$ cat src/rtl/packetizer_2_sub_pkg.sv
// Shared definitions for the two-slot packetizer: header bit offsets and
// the flit-count helper used to size and validate a configuration.
package packetizer_2_sub_pkg;

  // Header bit offsets, counted down from the flit MSB.
  localparam int HDR_VALID = 0;
  localparam int HDR_HEAD  = 1;
  localparam int HDR_TAIL  = 2;
  localparam int HDR_BITS  = 3;

  // Number of flits needed for a payload of width_in bits, given the head
  // and body payload capacities. Returns 0 when the payload cannot fit.
  function automatic int flit_count(input int width_in, input int hp, input int bp);
    int n;
    if (width_in <= hp) begin
      n = 1;
    end else if (width_in <= hp + bp) begin
      n = 2;
    end else begin
      n = 0;
    end
    return n;
  endfunction

endpackage

$ cat src/rtl/flit_formatter.sv
// Packs one flit: valid/head/tail header, vc, optional dst (head flits
// only) and payload. Purely combinational; all-zero inputs give a zero flit.
module flit_formatter
  import packetizer_2_sub_pkg::*;
#(
  parameter int FW  = 18,
  parameter int VCW = 1,
  parameter int AW  = 4
) (
  input  logic                      head_i,
  input  logic                      tail_i,
  input  logic                      valid_i,
  input  logic [VCW-1:0]            vc_i,
  input  logic [AW-1:0]             dst_i,
  input  logic [FW-HDR_BITS-VCW-1:0] payload_i,
  output logic [FW-1:0]             flit_o
);

  localparam int BPW = FW - HDR_BITS - VCW;
  localparam int HPW = BPW - AW;

  // Place header, vc and payload; head flits carry dst below vc and a
  // correspondingly narrower payload.
  always_comb begin
    flit_o = {FW{1'b0}};
    flit_o[FW-1-HDR_VALID] = valid_i;
    flit_o[FW-1-HDR_HEAD]  = head_i;
    flit_o[FW-1-HDR_TAIL]  = tail_i;
    flit_o[FW-1-HDR_BITS -: VCW] = vc_i;
    if (head_i) begin
      flit_o[FW-1-HDR_BITS-VCW -: AW] = dst_i;
      flit_o[HPW-1:0] = payload_i[HPW-1:0];
    end else begin
      flit_o[BPW-1:0] = payload_i;
    end
  end

endmodule

$ cat src/rtl/packetizer_2_sub.sv
// Packetizer: splits a payload into one or two flits (head/body), packs
// them into a two-slot output word and holds it in a single ready/valid
// output register with one-cycle latency and full throughput.
module packetizer_2_sub
  import packetizer_2_sub_pkg::*;
#(
  parameter int ADDRESS_WIDTH    = 4,
  parameter int VC_ADDRESS_WIDTH = 1,
  parameter int WIDTH_IN         = 12,
  parameter int WIDTH_OUT        = 36
) (
  input  logic                        clk,
  input  logic                        rst,
  input  logic [WIDTH_IN-1:0]         data_in,
  input  logic                        valid_in,
  input  logic [ADDRESS_WIDTH-1:0]    dst_in,
  input  logic [VC_ADDRESS_WIDTH-1:0] vc_in,
  output logic                        ready_out,
  output logic [WIDTH_OUT-1:0]        data_out,
  output logic                        valid_out,
  input  logic                        ready_in
);

  localparam int FW     = WIDTH_OUT / 2;
  localparam int BP     = FW - HDR_BITS - VC_ADDRESS_WIDTH;
  localparam int HP     = BP - ADDRESS_WIDTH;
  localparam int NFLITS = flit_count(WIDTH_IN, HP, BP);

  // Positions of the two per-flit valid bits, cleared when the word drains.
  localparam logic [WIDTH_OUT-1:0] VALID_MASK =
      ({{(WIDTH_OUT-1){1'b0}}, 1'b1} << (WIDTH_OUT-1-HDR_VALID)) |
      ({{(WIDTH_OUT-1){1'b0}}, 1'b1} << (FW-1-HDR_VALID));

  if ((WIDTH_OUT % 2) != 0) begin : g_bad_width_out
    $error("packetizer_2_sub: WIDTH_OUT (%0d) must be even", WIDTH_OUT);
  end
  if (NFLITS == 0) begin : g_bad_width_in
    $error("packetizer_2_sub: WIDTH_IN (%0d) exceeds head+body capacity (%0d)", WIDTH_IN, HP + BP);
  end

  logic [HP+BP-1:0]            data_ext_s;
  logic [BP-1:0]               head_pl_s;
  logic [BP-1:0]               body_pl_s;
  logic                        f1_head_s;
  logic                        f1_tail_s;
  logic                        f1_valid_s;
  logic [VC_ADDRESS_WIDTH-1:0] f1_vc_s;
  logic                        f0_tail_s;
  logic [FW-1:0]               flit0_s;
  logic [FW-1:0]               flit1_s;
  logic                        accept_s;
  logic                        valid_q;
  logic                        valid_d;
  logic [WIDTH_OUT-1:0]        data_q;
  logic [WIDTH_OUT-1:0]        data_d;

  // Split the payload: low HP bits to the head flit, the rest zero-extended
  // into the body flit; the body slot is left all-zero for single-flit packets.
  always_comb begin
    data_ext_s = {(HP+BP){1'b0}};
    data_ext_s[WIDTH_IN-1:0] = data_in;
    head_pl_s = {{ADDRESS_WIDTH{1'b0}}, data_ext_s[HP-1:0]};
    if (NFLITS == 2) begin
      f0_tail_s  = 1'b0;
      f1_head_s  = 1'b0;
      f1_tail_s  = 1'b1;
      f1_valid_s = 1'b1;
      f1_vc_s    = vc_in;
      body_pl_s  = data_ext_s[HP+BP-1:HP];
    end else begin
      f0_tail_s  = 1'b1;
      f1_head_s  = 1'b0;
      f1_tail_s  = 1'b0;
      f1_valid_s = 1'b0;
      f1_vc_s    = {VC_ADDRESS_WIDTH{1'b0}};
      body_pl_s  = {BP{1'b0}};
    end
  end

  flit_formatter #(
    .FW  (FW),
    .VCW (VC_ADDRESS_WIDTH),
    .AW  (ADDRESS_WIDTH)
  ) u_fmt_head (
    .head_i    (1'b1),
    .tail_i    (f0_tail_s),
    .valid_i   (1'b1),
    .vc_i      (vc_in),
    .dst_i     (dst_in),
    .payload_i (head_pl_s),
    .flit_o    (flit0_s)
  );

  flit_formatter #(
    .FW  (FW),
    .VCW (VC_ADDRESS_WIDTH),
    .AW  (ADDRESS_WIDTH)
  ) u_fmt_body (
    .head_i    (f1_head_s),
    .tail_i    (f1_tail_s),
    .valid_i   (f1_valid_s),
    .vc_i      (f1_vc_s),
    .dst_i     ({ADDRESS_WIDTH{1'b0}}),
    .payload_i (body_pl_s),
    .flit_o    (flit1_s)
  );

  assign ready_out = !valid_q || ready_in;
  assign accept_s  = valid_in && ready_out;

  // Next-state: load on accept (also covers accept+drain), clear the valid
  // bits on drain while keeping the payload, otherwise hold.
  always_comb begin
    valid_d = valid_q;
    data_d  = data_q;
    if (accept_s) begin
      valid_d = 1'b1;
      data_d  = {flit0_s, flit1_s};
    end else if (ready_in) begin
      valid_d = 1'b0;
      data_d  = data_q & ~VALID_MASK;
    end else begin
      valid_d = valid_q;
      data_d  = data_q;
    end
  end

  // Output register; reset discards any held packet.
  always_ff @(posedge clk or posedge rst) begin
    if (rst) begin
      valid_q <= 1'b0;
      data_q  <= {WIDTH_OUT{1'b0}};
    end else begin
      valid_q <= valid_d;
      data_q  <= data_d;
    end
  end

  assign valid_out = valid_q;
  assign data_out  = data_q;

endmodule

$ cat config.mk
export PLATFORM = sky130hd
export DESIGN_NAME = packetizer_2_sub
export DESIGN_NICKNAME = d
export VERILOG_FILES = /design/src/rtl/packetizer_2_sub_pkg.sv /design/src/rtl/flit_formatter.sv /design/src/rtl/packetizer_2_sub.sv
export SDC_FILE = /design/constraint.sdc
export NUM_CORES = 1
export LEC_CHECK = 0
export CORE_MARGIN = 5
export CORE_UTILIZATION = 55
export DETAILED_ROUTE_END_ITERATION = 10
export DONT_BUFFER_PORTS = 1
export PLACE_DENSITY = 0.8
export SETUP_SLACK_MARGIN = 0.05
export SYNTH_ARGS = -nofsm -noshare
export SYNTH_HDL_FRONTEND = slang
export SYNTH_HIERARCHICAL = 1
export SYNTH_SLANG_ARGS = --single-unit
$ cat constraint.sdc
create_clock -name clk -period 2.5 [get_ports clk]
set_clock_uncertainty 0.1 [all_clocks]
set_input_delay 0.25 -clock clk [delete_from_list [all_inputs] [get_ports clk]]
set_output_delay 0.25 -clock clk [all_outputs]
set_load 0.03 [all_outputs]
After elaboration in Yosys (flattened, before gate mapping)
Index checks and enable logic that the tools add are counted.
- muxes and demuxes: 4
- reductions and logical operators: 4
- operators with widths (operator ; count):
    $mux 36 ; 2
    $mux 1 ; 2
    $reduce_bool 2->1 ; 1
    $logic_and 1x1->1 ; 1
    $logic_not 1->1 ; 1
    $logic_or 1x1->1 ; 1
- input port bits: 21
- bits in registers: 37
- logic and storage cells: 11
- output and inout port bits: 38

Depth between registers and ports, before layout
- word-level depth: 4
- gate-level depth with buffers: 4
- mapped depth without buffers: 3

Hierarchy
The synthesis kept the hierarchy.
- modules (own cells, without submodules) (module ; area each (µm²) ; instances ; cells each ; sequential area each (µm²)):
    packetizer_2_sub ; 1554.0 ; 1 ; 84 ; 925.9
    flit_formatter ; 150.1 ; 2 ; 18 ; 0.0

Least setup slack after synthesis
OpenSTA, ideal clock, no wires.
- path type: register -> register
- start point: reg valid_q (netlist: valid_out)
- end point: reg data_q[0] (netlist: data_out[0])
- slack: 0.945 ns
- buffers on the path: 1
- data required time: 2.275 ns
- setup time: 0.125 ns
- clock period less this slack: 1.555 ns
- stages on the path, launching flop included: 5
- arrival time: 1.330 ns
- cells stage by stage: dfrtp_1 > nand2b_4 > nand2_4 > buf_12 > mux2_4
- longest elaborated chain between the ends: 4
- ends and longest elaborated chain (what ; RTL line ; text):
    from (decl) ; packetizer_2_sub.sv:52 ; logic valid_q;
    from (signal assigned) ; packetizer_2_sub.sv:134 ; valid_q <= valid_d;
    $logic_not 1->1 (*) ; packetizer_2_sub.sv:108 ; assign ready_out = !valid_q || ready_in;
    $logic_or 1x1->1 (*) ; packetizer_2_sub.sv:108 ;
    named net ready_out ; packetizer_2_sub.sv:18 ; output logic ready_out,
    $logic_and 1x1->1 (*) ; packetizer_2_sub.sv:109 ; assign accept_s = valid_in && ready_out;
    $mux 36 ; packetizer_2_sub.sv:116 ; if (accept_s) begin
    to (signal assigned) ; packetizer_2_sub.sv:132 ; data_q <= {WIDTH_OUT{1'b0}};
    to (signal assigned) ; packetizer_2_sub.sv:135 ; data_q <= data_d;
    to (decl) ; packetizer_2_sub.sv:54 ; logic [WIDTH_OUT-1:0] data_q;
Mark *: on every way through the listed nets, which the timed path passes. The rest lies on a longest branch.
A chain may end at the register's enable or synchronous reset.

Final worst setup path
- start point: reg valid_q (netlist: valid_out)
- end point: reg data_q[1] (netlist: data_out[1])
Same word-level chain as after synthesis.

==> impl_metrics.ini <==
[status]
status = complete, no violations

[detailed_routing]
wl_per_cell_microns = 16.5
drc = 0
first_pass_iters = 2
drt_first_iter_violations = 23
vias_per_cell = 4.54
num_vias = 871
ant_nets = 0
postRouteWirelength_mm = 3.16

[critical_path]
timing.rr.start = valid_out
crit_arrival_ns = 1.95
crit_required_ns = 2.62
critPathCaptureType = flip-flop
r2r_setup_slack_ns = 0.67
startpoint_type = flip-flop
critical_path_class = reg -> reg
reg2reg_depth = 3
crit_fanout = 34
rr_endpoint = data_out[1]

[clock_network]
clk_latency_ns = 0.31
clk_path_buf_depth = 2
clock_sinks = 37
cts_root_buffer = clkbuf_4
htreeDepth = 2
hold_buffers = 15
path_clk_slew_ns = 0.11
cts_resized = 0
cts_tree = yes
cts_buffers = 5
cts_setup_buffers = 0

[yosys]
synth-main-ff-cell = dfrtp_1
synth_top_family_by_area = multiplexers
synth-simple-area-share_pct = 1.75
synth_xor_area_share_pct = 0
ys_warn_count = 6
ys_ff_latch = 37
synth_fa_ha_area_share_pct = 0
synthArstFlopShare_pct = 100
synth.top_cell.area_share_pct = 49.9
syn_inst = 120
synth_edf_count = 0
synth.largest_area_cell = dfrtp_1
yosys-top-cells-count = 37 x dfrtp_1, 30 x mux2_4, 28 x buf_4, 12 x mux2_2, 3 x buf_12
yosysSeqAreaShare_pct = 49.9
synth.most_common_cell = dfrtp_1
syn_area_sq_um = 1850
synth_mux_area_share_pct = 31.6
synth_compound_area_share_pct = 1.35
synthTopCellsByArea = dfrtp_1 50%, mux2_4 24%, buf_4 11%
synth_cell_types = 12
synth.avg_cell_area_sq_um = 15.5

[die]
dieArea_sq_um = 4630
core_sq_um = 3310
start_util_pct = 56.0
die_h_microns = 68.1
placementRows = 21
die_w_microns = 68.1
ioPinCount = 59

[global_routing]
grt_start_max_net_pins = 35
grt_pass1_vias = 1003
track_usage_pct = 15.1
gr-total-overflow = 0
antenna_found_initial = 0
grt_pass1_wl_mm = 5.00

[power]
p_per_area_nw_per_um2 = 788
design_power_total_uw = 1580
vdd_drop_max_uv = 417
leakage_uw = 0.00101

[hold_path]
min_path_type = in -> reg
min_to = data_out[30]
whs_path_depth = 2
holdCritStartpoint = dst_in[2]

[timing]
period_share_pct = 73.1
setup_viol = 0
relSlewSlack_pct = 48.5
period_needed_ns = 1.83
grt_setup_unrepaired = false
slew_viol_final = 0
hold_viol_final = 0
tightest_slew_ns = 0.772
fin_setup_tns_ns = 0
setup_ws_ns = 0.673
timing.fmax_ghz = 0.547

[finish]
drive_gt1_share_pct = 36.3
final_nets = 166
n_fill_cell = 295
fin_util_pct = 60.8
antenna_cells = 0
area_growth_pct = 8.50

[place]
pre_cts_slack_ns = 0.638
gp_congestion = 0.562
io_buffers = 0
hpwl_mm = 2.31

[job]
maxCapViolations = 0
worst max path at each step:
stage | start | end | cells after the start | slack [ns]
finish | valid_out | data_out[1] | 3 | 0.67
global route | valid_out | data_out[29] | 3 | 0.59
floorplan | valid_out | data_out[0] | 4 | 0.94
detailed placement | valid_out | data_out[27] | 3 | 0.64
CTS | valid_out | data_out[15] | 3 | 0.64
global placement | valid_out | data_out[32] | 3 | 0.70
sequential cells by signal (all words and copies together), names as in the netlist:
register,flops
valid_out,1
data_out,36
where the power goes:
part	internal, uW	switching (uW)	leakage [uW]
Sequential	684	253	0.000434
Combinational	150	72.8	0.000534
Clock	239	186	0.0000455
Total	1070	512	0.00101
cell type report:
| cell class | instances | area, sq um | share of cell area (%) |
|---|---|---|---|
| inverters | 2 | 7.51 | 0.373 |
| well taps | 46 | 57.6 | 2.86 |
| clock buffers | 7 | 55.1 | 2.74 |
| flip-flops and latches | 37 | 926 | 46.0 |
| clock inverters | 1 | 30.0 | 1.49 |
| multi-input cells | 82 | 771 | 38.3 |
| repair buffers | 17 | 165 | 8.21 |
critical path, cell delays in order (launching register included):
cell      delay (ns)
dfrtp_1         0.58
nand2b_4        0.18
nand2_4         0.49
mux2_4          0.35
layer usage:
metal | global-route usage [%] | vias up | part of all wire (%)
met5 | 0 | - | 0
met4 | 6.45 | 0 | 1.1
met3 | 6.73 | 5 | 8.9
met2 | 28.6 | 34 | 57
met1 | 13.6 | 437 | 33
li1 | - | 395 | -
stage by stage:
stage | area, sq um | cells | hold WS (ns)
final | 2010 | 192 | 0.0918
after global routing | 2010 | 192 | 0.0699
after CTS | 2010 | 192 | 0.0762
after detailed placement | 1780 | 169 | 0.219
after global placement | 1780 | 169 | 0.186
after floorplan | 1970 | 152 | 0.253
kinds of logic after synthesis:
| logic type | Yosys count |
|---|---|
| compound gates | 3 |
| buf+inv | 33 |
| flops | 37 |
| mux | 42 |
| other cells | 2 |
| simple gates | 3 |
cell usage in the layout (no fill, tap or decap), drive strengths merged:
cell,netlist,final
inv,2,2
buf,31,2
a32o,2,2
nand2b,1,1
conb,2,34
a21oi,1,1
dlygate4sd3,0,15
mux2,42,42
or2b,1,1
clkbuf,0,7
dfrtp,37,37
bufinv,0,1
nand2,1,1
Power figures use the tool's default switching activity.
